## config.mk

```make
export PLATFORM = sky130hd
export DESIGN_NAME = btb_ctrl
export DESIGN_NICKNAME = d
export VERILOG_FILES = /design/src/rtl/btb_ctrl.sv
export SDC_FILE = /design/constraint.sdc
export NUM_CORES = 1
export LEC_CHECK = 0
export CAP_MARGIN = 20
export CORE_MARGIN = 2
export CORE_UTILIZATION = 45
export DETAILED_ROUTE_END_ITERATION = 10
export GPL_TIMING_DRIVEN = 0
export PLACE_DENSITY = 0.77
export SETUP_SLACK_MARGIN = 0.05
export SKIP_LAST_GASP = 1
export SYNTH_ARGS = -nofsm -noshare
export SYNTH_HDL_FRONTEND = slang
export SYNTH_SLANG_ARGS = --single-unit
```

## constraint.sdc

```tcl
create_clock -name i_clk -period 3.1 [get_ports i_clk]
set_input_delay 0.62 -clock i_clk [delete_from_list [all_inputs] [get_ports i_clk]]
set_output_delay 0.62 -clock i_clk [all_outputs]
set_load 0.005 [all_outputs]
```

## src/rtl/btb_ctrl.sv

```systemverilog
// btb_ctrl: arbitrates the single BTB RAM port between fetch lookups and
// execute-stage updates, and sweeps every entry to CLR_VALUE after reset or flush.
//
// Handshakes: a lookup is accepted when i_lkp_valid && o_lkp_ready are both high
// in the same cycle. Its result appears one cycle later with o_lkp_rvalid.
// An update is accepted when i_upd_valid && o_upd_ready are both high.
// Neither ready signal looks at its own valid input.
module btb_ctrl #(
    parameter int                   ADDR_W    = 10,
    parameter int                   DATA_W    = 32,
    parameter int                   UPD_DEPTH = 2,
    parameter logic [DATA_W-1:0]    CLR_VALUE = '0
) (
    input  logic              i_clk,
    input  logic              i_rst_n,
    input  logic              i_flush,
    input  logic              i_lkp_valid,
    input  logic [ADDR_W-1:0] i_lkp_addr,
    output logic              o_lkp_ready,
    output logic              o_lkp_rvalid,
    output logic [DATA_W-1:0] o_lkp_data,
    output logic              o_lkp_hit,
    input  logic              i_upd_valid,
    input  logic [ADDR_W-1:0] i_upd_addr,
    input  logic [DATA_W-1:0] i_upd_data,
    output logic              o_upd_ready,
    output logic              o_busy,
    output logic [ADDR_W-1:0] o_ram_addr,
    output logic              o_ram_wren,
    output logic [DATA_W-1:0] o_ram_wdata,
    input  logic [DATA_W-1:0] i_ram_rdata
);

    localparam int PTR_W = $clog2(UPD_DEPTH);
    localparam int CNT_W = PTR_W + 1;

    typedef enum logic {
        ST_CLEAR = 1'b0,
        ST_RUN   = 1'b1
    } state_t;

    state_t             state_q;
    state_t             state_d;
    logic [ADDR_W-1:0]  clr_cnt_q;

    logic [ADDR_W-1:0]  q_addr [UPD_DEPTH];
    logic [DATA_W-1:0]  q_data [UPD_DEPTH];
    logic [PTR_W-1:0]   wr_ptr_q;
    logic [PTR_W-1:0]   rd_ptr_q;
    logic [CNT_W-1:0]   count_q;

    logic               run;
    logic               q_full;
    logic               q_empty;
    logic               lkp_fire;
    logic               enq;
    logic               drain;
    logic               byp_hit;
    logic [DATA_W-1:0]  byp_data;
    logic               wren_raw;

    assign run         = (state_q == ST_RUN);
    assign q_full      = (count_q == CNT_W'(UPD_DEPTH));
    assign q_empty     = (count_q == '0);
    assign o_lkp_ready = run && !q_full;
    assign o_upd_ready = run && !q_full;
    assign o_busy      = !run;
    assign lkp_fire    = i_lkp_valid && o_lkp_ready;
    assign enq         = i_upd_valid && o_upd_ready;
    // A full queue always wins the port; otherwise lookups go first and the
    // queue drains in cycles without a lookup.
    assign drain       = run && !q_empty && (q_full || !i_lkp_valid);
    assign o_lkp_hit   = o_lkp_rvalid && o_lkp_data[DATA_W-1];
    // The write strobe is forced low while reset is asserted so the RAM is never
    // written from a half-reset controller.
    assign o_ram_wren  = wren_raw && i_rst_n;

    // FSM state register and clear sweep counter.
    always_ff @(posedge i_clk or negedge i_rst_n) begin
        if (!i_rst_n) begin
            state_q   <= ST_CLEAR;
            clr_cnt_q <= '0;
        end else begin
            state_q <= state_d;
            if (i_flush) begin
                clr_cnt_q <= '0;
            end else if (state_q == ST_CLEAR) begin
                clr_cnt_q <= clr_cnt_q + 1'b1;
            end
        end
    end

    // Next state: leave CLEAR after the last entry, flush always restarts the sweep.
    always_comb begin
        state_d = state_q;
        if (state_q == ST_CLEAR && clr_cnt_q == '1) begin
            state_d = ST_RUN;
        end
        if (i_flush) begin
            state_d = ST_CLEAR;
        end
    end

    // RAM port mux: sweep writes, queue drain writes, or lookup reads.
    always_comb begin
        o_ram_addr  = clr_cnt_q;
        o_ram_wdata = CLR_VALUE;
        wren_raw    = 1'b0;
        if (!run) begin
            wren_raw = 1'b1;
        end else if (drain) begin
            o_ram_addr  = q_addr[rd_ptr_q];
            o_ram_wdata = q_data[rd_ptr_q];
            wren_raw    = 1'b1;
        end else begin
            o_ram_addr = i_lkp_addr;
        end
    end

    // Bypass search: walk oldest to youngest so the youngest match wins.
    always_comb begin
        byp_hit  = 1'b0;
        byp_data = '0;
        for (int k = 0; k < UPD_DEPTH; k++) begin
            logic [PTR_W-1:0] idx;
            idx = rd_ptr_q + PTR_W'(k);
            if (CNT_W'(k) < count_q && q_addr[idx] == i_lkp_addr) begin
                byp_hit  = 1'b1;
                byp_data = q_data[idx];
            end
        end
    end

    // Update queue pointers and occupancy; flush discards all pending updates.
    always_ff @(posedge i_clk or negedge i_rst_n) begin
        if (!i_rst_n) begin
            wr_ptr_q <= '0;
            rd_ptr_q <= '0;
            count_q  <= '0;
        end else if (i_flush) begin
            wr_ptr_q <= '0;
            rd_ptr_q <= '0;
            count_q  <= '0;
        end else begin
            if (enq) begin
                wr_ptr_q <= wr_ptr_q + 1'b1;
            end
            if (drain) begin
                rd_ptr_q <= rd_ptr_q + 1'b1;
            end
            count_q <= count_q + CNT_W'(enq) - CNT_W'(drain);
        end
    end

    // Update queue storage; contents are meaningless outside the occupied window.
    always_ff @(posedge i_clk) begin
        if (enq) begin
            q_addr[wr_ptr_q] <= i_upd_addr;
            q_data[wr_ptr_q] <= i_upd_data;
        end
    end

    // Lookup result register: one-cycle latency, bypassing queued updates.
    always_ff @(posedge i_clk or negedge i_rst_n) begin
        if (!i_rst_n) begin
            o_lkp_rvalid <= 1'b0;
            o_lkp_data   <= '0;
        end else begin
            o_lkp_rvalid <= lkp_fire && !i_flush;
            if (lkp_fire) begin
                o_lkp_data <= byp_hit ? byp_data : i_ram_rdata;
            end
        end
    end

endmodule

```

Yosys cells after proc, flatten, opt, wreduce, memory -nomap -nowiden
Memories as Yosys holds them, arrays and structs flattened.
Cells that the tools add are included.

storage, ports and cells
  register bits after elaboration = 48
  input port bits = 89
  RAM bits = 84
  word-level logic and storage cells = 65
  memories = 2
  output and inout bits = 80

memory list
  memory  depth  width  rd ports  clocked after memory_dff  wr ports  line  source
  q_data  2      32     2         0                         1         47    logic [DATA_W-1:0] q_data [UPD_DEPTH];
  q_addr  2      10     2         0                         1         46    logic [ADDR_W-1:0] q_addr [UPD_DEPTH];

cells by class
  bitwise logic cells = 1
  add/subtract/negate cells = 5
  magnitude comparators = 2
  muxes and demuxes = 22
  reduce and logical (&&, ||, !) cells = 21
  equal/unequal tests = 5

operators with widths
  cell                                                                  count
  32-bit 2-to-1 mux                                                     5
  10-bit 2-to-1 mux                                                     4
  10-bit == test                                                        2
  1-bit 2-to-1 mux                                                      12
  1-bit logical AND                                                     11
  10-bit by 1-bit adder with 10-bit output (second input constant)      1
  10-bit == test (second input constant)                                1
  2-bit nonzero test                                                    3
  1-bit logical NOT                                                     5
  1-bit by 2-bit < comparator with 1-bit output (first input constant)  2
  1-bit adder (second input constant)                                   2
  2-bit by 1-bit adder with 2-bit output                                1
  2-bit == test (second input constant)                                 1
  2-bit logical NOT                                                     1
  2-bit 2-to-1 mux                                                      1
  2-bit != test (second input constant)                                 1
  2-bit by 1-bit subtractor with 2-bit output                           1
  1-bit logical OR                                                      1
  1-bit inverter                                                        1

Longest topological paths before layout
Gate-level depths: netlist of the first run.

  word-level depth = 7
  gate-level depth with buffers = 10
  mapped depth without buffers = 10

Worst setup path before layout of the first run
No wires, ideal clock.

  path kind = reg-to-reg
  from = reg state_q, in the netlist run
  to = mem q_addr[0][0], enable pin
  buffers on the path = 1
  period minus slack after synthesis = 3.454 ns
  slack = -0.354 ns
  library setup time = 0.442 ns
  required time = 2.658 ns
  arrival = 3.013 ns
  stages on the path, launching flop included = 6
  cells stage by stage = dfrtp_1 -> clkbuf_1 -> inv_2 -> a21oi_1 -> nand2_1 -> nor2_1

on the way
  longest elaborated chain between the ends = 4

RTL lines
  element                                 line  source
  from (decl)                             42    state_t state_q;
  from (signal assigned)                  84    state_q <= state_d;
  1-bit logical AND                       n/a
  named net o_lkp_ready                   19    output logic o_lkp_ready,
  1-bit logical AND                       69    assign enq = i_upd_valid && o_upd_ready;
  1-bit 2-to-1 mux                        157   if (enq) begin
  1-bit 2-to-1 mux (not written as such)  158   q_addr[wr_ptr_q] <= i_upd_addr;
  to (decl)                               46

The timed path passes the listed nets, and every way through them passes these cells.

Final worst setup path of the first run
  from = in i_lkp_valid
  to = out o_ram_wdata[13]

on the way
  longest elaborated chain between the ends = 5

RTL lines
  element            line  source
  from (decl)        17    input logic i_lkp_valid,
  1-bit logical NOT  72    assign drain = run && !q_empty && (q_full || !i_lkp_valid);
  1-bit logical OR   72
  1-bit logical AND  72
  32-bit 2-to-1 mux  111   end else if (drain) begin
  32-bit 2-to-1 mux  109   if (!run) begin
  to (decl)          30    output logic [DATA_W-1:0] o_ram_wdata,

Every way passes these cells.

==> results of run 1 <==
==> final cells by class <==
cell class / instances / area, um2 / share of cell area, %
Tap cell: 188 / 235 / 2.45
Sequential cell: 132 / 3730 / 38.9
Timing Repair Buffer: 171 / 1740 / 18.1
Clock inverter: 11 / 150 / 1.57
Buffer: 32 / 267 / 2.78
Clock buffer: 21 / 460 / 4.80
Inverter: 36 / 135 / 1.41
Multi-Input combinational cell: 354 / 2880 / 30.0
==> power groups by stage <==
| stage | logic (mW) | clock network (mW) | registers (mW) |
|---|---|---|---|
| floorplan | 0.119 | 0 | 1.98 |
| global placement | 0.360 | 0 | 1.98 |
| detailed placement | 0.372 | 0 | 1.98 |
| CTS | 0.374 | 2.11 | 1.95 |
| global route | 0.398 | 2.19 | 1.95 |
| finish | 0.372 | 2.09 | 1.95 |
==> critical path, cell delays in order <==
cell	delay [ps]
dlygate4sd2_1	280
nand2_1	90
nand2_1	50
or2_2	320
clkbuf_8	190
clkbuf_8	180
nor2_1	130
clkdlybuf4s50_1	510
==> kinds of logic after synthesis <==
kind of cell,synth area share (%)
and+or+nand+nor,7.28
AOI/OAI and AO/OA,9.97
muxes,19.4
adders and majority gates,0.548
DFF,54.3
buffers and inverters,4.80
xor gates and xnor gates,3.71
==> synth_stat cells, drive strengths merged <==
library cell / n / area share [%]
and4: 1 / 0.13
mux2: 32 / 6.9
inv: 36 / 2.0
nor4: 3 / 0.55
xnor2: 15 / 1.9
xor2: 14 / 1.8
buf: 17 / 2.0
nor3: 2 / 0.15
o22ai: 4 / 0.37
clkbuf: 16 / 0.88
edfxtp: 84 / 37
mux2i: 85 / 12
nand2: 9 / 0.49
or2: 2 / 0.18
or3: 3 / 0.27
o21ai: 42 / 4.7
dfrtp: 48 / 18
and3: 2 / 0.18
a22oi: 37 / 4.1
o21a: 1 / 0.11
and2: 3 / 0.27
nand3: 3 / 0.29
nand4: 3 / 0.27
nor2b: 3 / 0.27
nor2: 77 / 4.2
ha: 3 / 0.55
a21oi: 10 / 0.73
==> metrics by stage <==
stage / instance area (um2) / power (mW) / worst slack (ps)
finish: 9590 / 4.41 / 95.7
global route: 9590 / 4.54 / 35.0
CTS: 9520 / 4.43 / 60.5
detailed placement: 8830 / 2.35 / -557
global placement: 8770 / 2.34 / -1180
floorplan: 6860 / 2.10 / 338
==> final timing paths <==
path	start	endpoint	slack [ps]	depth (start not counted)
hold / removal	i_rst_n	clr_cnt_q[2]	190	1
max in group asynchronous	i_rst_n	o_lkp_data[19]	2330	2
setup reg to reg	rd_ptr_q	o_lkp_data[21]	470	9
hold reg to reg	o_lkp_data[14]	o_lkp_data[14]	520	2
min in group i_clk	o_lkp_data[14]	o_lkp_data[14]	520	2
setup / recovery	i_lkp_valid	o_ram_wdata[13]	100	8
==> metal layers <==
| metal | vias to the layer above | track usage, % | part of all wire, % |
|---|---|---|---|
| met4 | 0 | 7.43 | 1.8 |
| li1 | 2375 | - | - |
| met3 | 24 | 6.74 | 5.4 |
| met2 | 164 | 40.7 | 51 |
| met5 | - | 0 | 0 |
| met1 | 2528 | 27.9 | 41 |
==> flip-flops by register name, indices dropped and copies added, names as in the netlist <==
signal	count
clr_cnt_q	10
count_q	2
o_lkp_data	32
o_lkp_rvalid	1
q_addr	20
q_data	64
rd_ptr_q	1
run	1
wr_ptr_q	1
==> results.md, run 1 <==
- The run finished with clean final reports.
- The internal power of the cells is 3.47 mW.
- The full die area is 16200 um2.
- In this run the deepest clock path goes through 2 buffers.
- The number of antenna violations at the first check in global routing came to 0.
- The sequential share of the synthesized area is 54.3%.
- The total number of placement rows is 45.
- The switching share of power is 21.2%.
- The final global-route overflow total is 0.
- For this design the static power due to leakage is 3.61 nW.
- The power density over the cells is 460 nW/um2.
- For this run, design rule violations remaining after detail routing come to 0.
- The critical path is of the in2out type.
- The global-route wire length before repair is 28500 um.
- The final layout contains 836 nets.
- The finished layout holds 945 standard cells, fillers aside.
- The path class of the lowest-slack min-delay path is in2async.
- The fraction of final layout cells with drive strength greater than 1 is 18.5%.
- The relative contribution of combinational cells to total power is 8.4%.
- Synthesis produced 555 cells.
- The commonest non-fill, non-tap cell in the layout is clkdlybuf4s50_1.
- The total half-perimeter wirelength after legalization and detailed placement is 13200 um.
- The launching element type of the critical path is an input pin.
- The portion of the clock cycle consumed by the worst path in the final layout is 96.9%.
- The synthesized cell area is 6850 um2.
- CTS saw 132 sinks.
- The source-to-sink clock delay at the later pin of the worst-skew pair is 420 ps.
- Entering global routing, the biggest net connects 29 pins.
- The flop and latch count out of synthesis is 132.
- Post-CTS timing repair inserted 0 buffers for setup.
- The die height is 127 um.
- CTS built an H-tree with a depth of 4.
- The largest vdd supply drop is 392 uV.
- The port buffer count is 168.
- The count of placed standard cells including taps is 914.
- The starting density of the core is 45.6%.
- The first TritonRoute pass finished after 4 iterations.
- For this run, the top clock speed supported by timing is 0.333 GHz.
- For the pin with the worst max-slew slack, the measured transition is 759 ps.
- Setup repair after global routing could not meet its margin everywhere.
- In the layout the commonest cells are clkdlybuf4s50_1 (165), edfxtp_1 (84), nor2_1 (75), mux2i_1 (75), dfrtp_1 (46).
- Across every metal layer, demand over resource in global routing totals 23.3%.
- The data required time of the worst path is 2480 ps.
- After clock tree synthesis, the flow added hold-fix buffers numbering 0.
- Clock-pin slew was measured on the worst setup and hold paths at 60 ps.
- The final-layout worst hold slack is 189 ps.
- Across the routed clock network, the largest skew measured is 11.4 ps.
- Using the TritonRoute via totals, the vias-per-cell ratio works out to 5.39.
- The CTS tree is yes.
- At the end of the flow the core is filled with cells to 63.8%.
- Of the total power, registers draw 44.1%.
- The diode insertion count for antenna repair is 0.
- The number of global-route vias before repair is 5431.
- The final period demand of the worst path is 3000 ps.
- The number of CTS-inserted buffers is 17.
- The number of nets in the synthesized netlist is 647.
- STA classifies the critical path endpoint as an output port.
- In this run the tightest slew margin relative to its limit is 49.4%.
- In this run, distinct cell masters in the synthesized netlist total 38.
- After detailed routing, the average wire length per cell comes to 19.7 um.
- From synthesis to final layout, the design area changed by 39.9%.
- The tree is rooted in a clkbuf_16.
- The setup TNS after final layout is 0 ps.
- The count of cells resized by post-cts repair is 32.
- The number of synthesis warnings is 0.
- STA puts the critical path data arrival time at 2380 ps.
- Across the run, the number of max-cap violations was 0.
- In this run the worst path has a maximum fanout of 10.
- The x dimension of the die is 127 um.
- Summed over all nets, the switching power comes to 935 uW.
- The setup-violating endpoint count in the final report is 0.
- The layout filler cell count is 1142.
- The count of pins on the block boundary is 169.
- The wire length reported by the detailed router is 18700 um.
- The region available for standard cell placement spans 15000 um2.
- The final number of hold-violating endpoints is 0.
- Routability-driven placement finished with a final weighted congestion of 0.870.
- The final max-slew violation count is 0.
- The detail route stage leaves a number of antenna-violating nets equal to 0.
- The total number of vias is 5091.
- The part of the total power dissipated in the clock network is 47.4%.
- In this run the mean area of a mapped cell was 12.3 um2.
- After the first detailed-routing iteration, the DRC count stood at 265.
No activity file was read; power rests on OpenSTA's default activity.
==> run 2, diff against run 1 <==
--- a/config.mk
+++ b/config.mk
@@ -5,12 +5,13 @@
 export SDC_FILE = /design/constraint.sdc
 export NUM_CORES = 1
 export LEC_CHECK = 0
-export CAP_MARGIN = 20
+export CAP_MARGIN = 10
 export CORE_MARGIN = 2
 export CORE_UTILIZATION = 45
+export CTS_CLUSTER_SIZE = 12
 export DETAILED_ROUTE_END_ITERATION = 10
 export GPL_TIMING_DRIVEN = 0
-export PLACE_DENSITY = 0.77
+export PLACE_DENSITY = 0.82
 export SETUP_SLACK_MARGIN = 0.05
 export SKIP_LAST_GASP = 1
 export SYNTH_ARGS = -nofsm -noshare
==> run 2 against run 1 <==
Compared with the run above: via count grew 1.4%; clock skew is 5.7 ps lower; combinational power barely moved; non-clock buffer count unchanged; register-to-register slack worse by 100 ps; wire length is 0.74% lower; sequential share of layout area about the same; die area did not move; sequential power barely moved; critical path depth decreased by 1; fmax down 0.45%; largest power group is now sequential cells.
==> results.md, run 2 (synthesized netlist as in run 1, its figures left out) <==
- The flow ran to the end, and the final reports show no timing, DRC or antenna violations.
- The count of hold-fix buffers inserted at cts is 0 (unchanged).
- Setup repair after global routing could not meet its margin everywhere.
- The arrival time of data at the critical path endpoint came to 2400 ps (+20 ps).
- The non-filler instance count after layout was 945 (unchanged).
- The worst register-to-register path begins at rd_ptr_q.
- The number of CTS-inserted buffers is 17 (unchanged).
- The layout filler cell count is 1170 (+2.5%).
- The clock-pin slew on the worst setup and hold paths was 50 ps (about the same).
- The buffers inserted during post-CTS setup optimization came to 0 (unchanged).
- The H-tree depth was 4 (unchanged).
- TritonCTS built the clock tree.
- The full die area was 16200 um2 (unchanged).
- The count of pins on the block boundary is 169 (unchanged).
- The detailed-route DRC error count is 0 (unchanged).
- The data required time of the worst path is 2480 ps (about the same).
- The static leakage power is 3.69 nW (+2.3%).
- The starting density of the core was 45.6% (unchanged).
- The top cell types in the final layout, fill and taps aside, are clkdlybuf4s50_1 (160), edfxtp_1 (84), nor2_1 (72), mux2i_1 (70), dfrtp_1 (47).
- The final max-slew violation count was 0 (unchanged).
- The fraction of final layout cells with drive strength greater than 1 is 18.9% (+0.40 points).
- In the final layout, the registers with the most flip-flops are q_data x64, o_lkp_data x32, q_addr x20.
- The source-to-sink clock delay at the later pin of the worst-skew pair came to 410 ps (about the same).
- The number of antenna violations at the first check in global routing is 0 (unchanged).
- The remaining antenna violation count is 0 (unchanged).
- The largest vdd supply drop is 335 uV (-15%).
- q_data holds more flip-flops than any other register.
- The final period demand of the worst path was 3020 ps (+13.6 ps).
- The portion of the clock cycle consumed by the worst path in the final layout was 97.4% (+0.44 points).
- The total number of clock tree sinks is 132 (unchanged).
- The number of nets in the final layout is 836 (unchanged).
- The critical path buffer and inverter count is 3 (-1).
- The stage delay of the slowest cell on the critical path came to 560 ps (+50 ps).
- The number of optimization iterations in the first detailed-route pass is 5 (+1).
- In this run the worst setup path begins at i_lkp_valid.
- The signal on the critical path passes through dlygate4sd2_1, nand2_1, nand2_1, or2_2, buf_8, o21ai_0, clkdlybuf4s50_1.
- The launching element type of the critical path is an input pin.
- The placeable core region is 15000 um2 (unchanged).
- The post-detailed-route wirelength per cell is 19.6 um (-0.74%).
- The x dimension of the die is 127 um (unchanged).
- The count of placed standard cells including taps is 914 (unchanged).
- The final-layout worst hold slack is 221 ps (+31.2 ps).
- The wire length reported by the detailed router came to 18500 um (-0.74%).
- The diode insertion count for antenna repair is 0 (unchanged).
- The maximum root-to-sink buffer count is 2 (unchanged).
- The largest net degree at the start of global routing is 29 (unchanged).
- The post-synthesis to final-layout area growth is 39.9% (about the same).
- The power density over the cells came to 438 nW/um2 (-4.6%).
- The final number of hold-violating endpoints was 0 (unchanged).
- The total number of placement rows came to 45 (unchanged).
- The number of maximum-capacitance constraint violations was 0 (unchanged).
- The cell with the largest stage delay on the worst path is clkdlybuf4s50_1.
- The clock root buffer master is clkbuf_16.
- The setup-violating endpoint count in the final report is 0 (unchanged).
- The violation count after the first detailed-route iteration is 295 (+11%).
- The remaining max-slew budget at the tightest pin is 47.4% (-2.0 points).
- The transition time at the pin with the least slew margin is 789 ps (+29.6 ps).
- Leaving out fill and tap cells, the most frequent cell in the layout is clkdlybuf4s50_1.
- The cell area after placement is 8830 um2 (unchanged).
- The kind of cell adding the most delay to the critical path is buffers and inverters.
- The vias per cell is 5.46 (+1.4%).
- The port buffer count is 168 (unchanged).
- The highest net fanout along the worst path is 10 (unchanged).
- The global-route wire length before repair is 28400 um (-0.58%).
- The achievable frequency is 0.331 GHz (-0.45%).
- The maximum clock skew at final layout is 5.68 ps (-5.69 ps).
- Among the stages of the critical path, the cell type that occurs most often is nand2_1.
- The die height was 127 um (unchanged).
- The post-route standard cell area excluding fillers is 9590 um2 (about the same).
- The critical path is of the in2out type.
- The number of flip-flops in the largest register is 64 (unchanged).
- The element type at the critical path end is an output port.
- The all-layer global routing usage came to 22.9% (-0.43 points).
- The total number of vias is 5162 (+1.4%).
- The number of global-route vias before repair is 5502 (+1.3%).
- The worst hold path belongs to the class in2async.
- The setup TNS after final layout is 0 ps (unchanged).
- The routability-driven placement congestion ratio is 0.913 (+5.0%).
- The total half-perimeter wirelength after legalization and detailed placement is 13200 um (+0.46%).
- The final global-route overflow total is 0 (unchanged).
-- run 2: cell count changes in the layout (fill, tap and decap cells not counted), sizes merged --
cell | previous run | this run
bufinv | 3 | 1
buf | 21 | 24
clkinvlp | 2 | 0
inv | 38 | 36
clkdlybuf4s50 | 165 | 160
clkbuf | 36 | 39
dlymetal6s2s | 1 | 6
-- run 2: area by class of cell --
type | count | area (um2) | share of cell area [%]
Sequential cell | 132 | 3720 | 38.8
Multi-Input combinational cell | 354 | 2930 | 30.5
Timing Repair Buffer | 171 | 1750 | 18.3
Clock buffer | 27 | 503 | 5.25
Buffer | 32 | 262 | 2.73
Tap cell | 188 | 235 | 2.45
Inverter | 36 | 135 | 1.41
Clock inverter | 5 | 50.0 | 0.522
-- run 2: path summary, 6_finish.rpt --
path	endpoint	slack [ps]	depth (start not counted)
worst max-delay path	o_ram_addr[5]	80	7
worst min-delay path	o_lkp_data[7]	220	1
worst max register to register	o_lkp_data[17]	370	9
worst min register to register	o_lkp_data[5]	520	2
max in group asynchronous	o_lkp_data[17]	2300	2
min in group i_clk	o_lkp_data[5]	520	2
-- run 2: per-layer routing --
| metal | wire (um) | vias up | GRT usage, % |
|---|---|---|---|
| met3 | 926 | 38 | 5.19 |
| met5 | 0 | - | 0 |
| met1 | 7630 | 2575 | 27.4 |
| li1 | - | 2377 | - |
| met2 | 9530 | 172 | 40.1 |
| met4 | 435 | 0 | 9.24 |
-- run 2: where the power goes --
group / total (mW) / leakage [nW] / internal (mW) / switching (mW)
clock network: 1.88 / 0.275 / 1.18 / 0.700
registers: 1.95 / 1.39 / 1.92 / 0.0286
logic: 0.375 / 2.02 / 0.243 / 0.131
total: 4.20 / 3.69 / 3.34 / 0.860
-- run 2: timing repair --
action | 4_1_cts | 5_1_grt
resized for setup | 25 | 39
hold endpoints to repair | 0 | 0
setup endpoints to repair | 45 | 29
-- run 2: through the flow --
step                power, mW  setup slack [ps]  util [%]
floorplan                2.10               338         -
global placement         2.34             -1140      58.4
detailed placement       2.35              -571      58.8
CTS                      4.23              51.1      62.8
global route             4.35              19.2      63.8
finish                   4.20              82.0      63.8
==> patch: new RTL, flow settings as in run 1 <==
`DATA_W`: 32 -> 64.
--- a/src/rtl/btb_ctrl.sv
+++ b/src/rtl/btb_ctrl.sv
@@ -7,7 +7,7 @@
 // Neither ready signal looks at its own valid input.
 module btb_ctrl #(
     parameter int                   ADDR_W    = 10,
-    parameter int                   DATA_W    = 32,
+    parameter int                   DATA_W    = 64,
     parameter int                   UPD_DEPTH = 2,
     parameter logic [DATA_W-1:0]    CLR_VALUE = '0
 ) (
Ports: changed (resized i_ram_rdata, i_upd_data, o_lkp_data and o_ram_wdata); port bits go from 169 to 297. No check against the original RTL was run, so the function may have changed too.
==> patch against run 1 <==
- power increased by 64%
- fmax decreased by 2.0%
- cell area increased by 75%
- die area increased by 68%
- setup slack got worse by 0.062 ns
- critical path depth decreased by 1
- clock skew increased by 0.0017 ns
- routed wire length increased by 78%
- area after synthesis increased by 71%
- sequential cell count increased by 96
- first-iteration DRC count increased by 67%
- via count increased by 70%
- largest cell class unchanged
==> patch: results (changes against run 1) <==
clk-power_w: 0.00319  # was 0.00209 W
drive_gt1_share_pct: 21.2  # was 18.5%
status: "complete, no violations"  # unchanged
max_stage_delay_ns: 0.47  # was 0.51 ns
layoutNonFillerInstCount: 1634  # was 945
port_buffers: 296  # was 168
synth_area_leaders: "edfxtp_1 (38%), dfrtp_1 (17%), mux2i_1 (13%)"  # was edfxtp_1 (37%), dfrtp_1 (18%), mux2i_1 (12%)
synth_common_cells: "edfxtp_1 (148), mux2i_1 (147), nor2_1 (146)"  # was edfxtp_1 (84), mux2i_1 (84), nor2_1 (77)
worstPathMaxFanout: 14  # was 10
clock_latency_ns: 0.52  # was 0.42 ns
p_leak_nw: 6.87  # was 3.61 nW
grt_pass1_vias: 9028  # was 5431
drt_iter0_drc: 443  # was 265
holdWs_ns: 0.0564  # was 0.189 ns
period_needed_ns: 3.07  # was 3.00 ns
wl_met2_microns: 16900  # was 9600 microns
cts_max_level: 1  # was 4
synth-async-reset-ratio_pct: 35.1  # was 36.4%
place_area_sq_um: 15200  # was 8830 sq um
numCtsBuffers: 26  # was 17
grt_pass1_wl_microns: 49000  # was 28500 microns
crit_arrival_ns: 2.45  # was 2.38 ns
r2r-end: "o_lkp_data[48]$_DFFE_PN0P_"  # was o_lkp_data[21]$_DFFE_PN0P_
grt_max_degree: 49  # was 29
fin_util_pct: 65.1  # was 63.8%
syn_area_per_cell_sq_um: 12.5  # was 12.3 sq um
worst_clock_skew_ns: 0.0131  # was 0.0114 ns
met3_length_microns: 2450  # was 1000 microns
-- patch: repair_timing --
item / CTS / global route
pin swaps: 1 / 3
setup endpoints to repair: 75 / 127
cloned: 1 / 0
setup buffers: 6 / 11
resized for setup: 75 / 88
-- patch: kinds of logic (layout without fill, tap and decap cells) --
group | Yosys count | in the layout | share of synthesized area, %
simple gates | 178 | 178 | 6.54
mux | 213 | 213 | 20.9
buf+inv | 130 | 491 | 4.86
xor+xnor | 32 | 32 | 2.39
flops | 228 | 228 | 55.1
other cells | 0 | 2 | 0
compound gates | 152 | 152 | 9.93
fa+ha+maj | 3 | 3 | 0.321
-- patch: final cells by class --
class	instances	area (sq um)	share of cell area, %
diodes	2	5.00	0.0299
plain buffers	57	458	2.73
clock buffers	32	714	4.26
clock inverters	16	181	1.08
inverters	68	255	1.52
multi-input cells	578	5030	30.0
flip-flops and latches	228	6450	38.5
well taps	335	419	2.50
repair buffers	318	3250	19.4
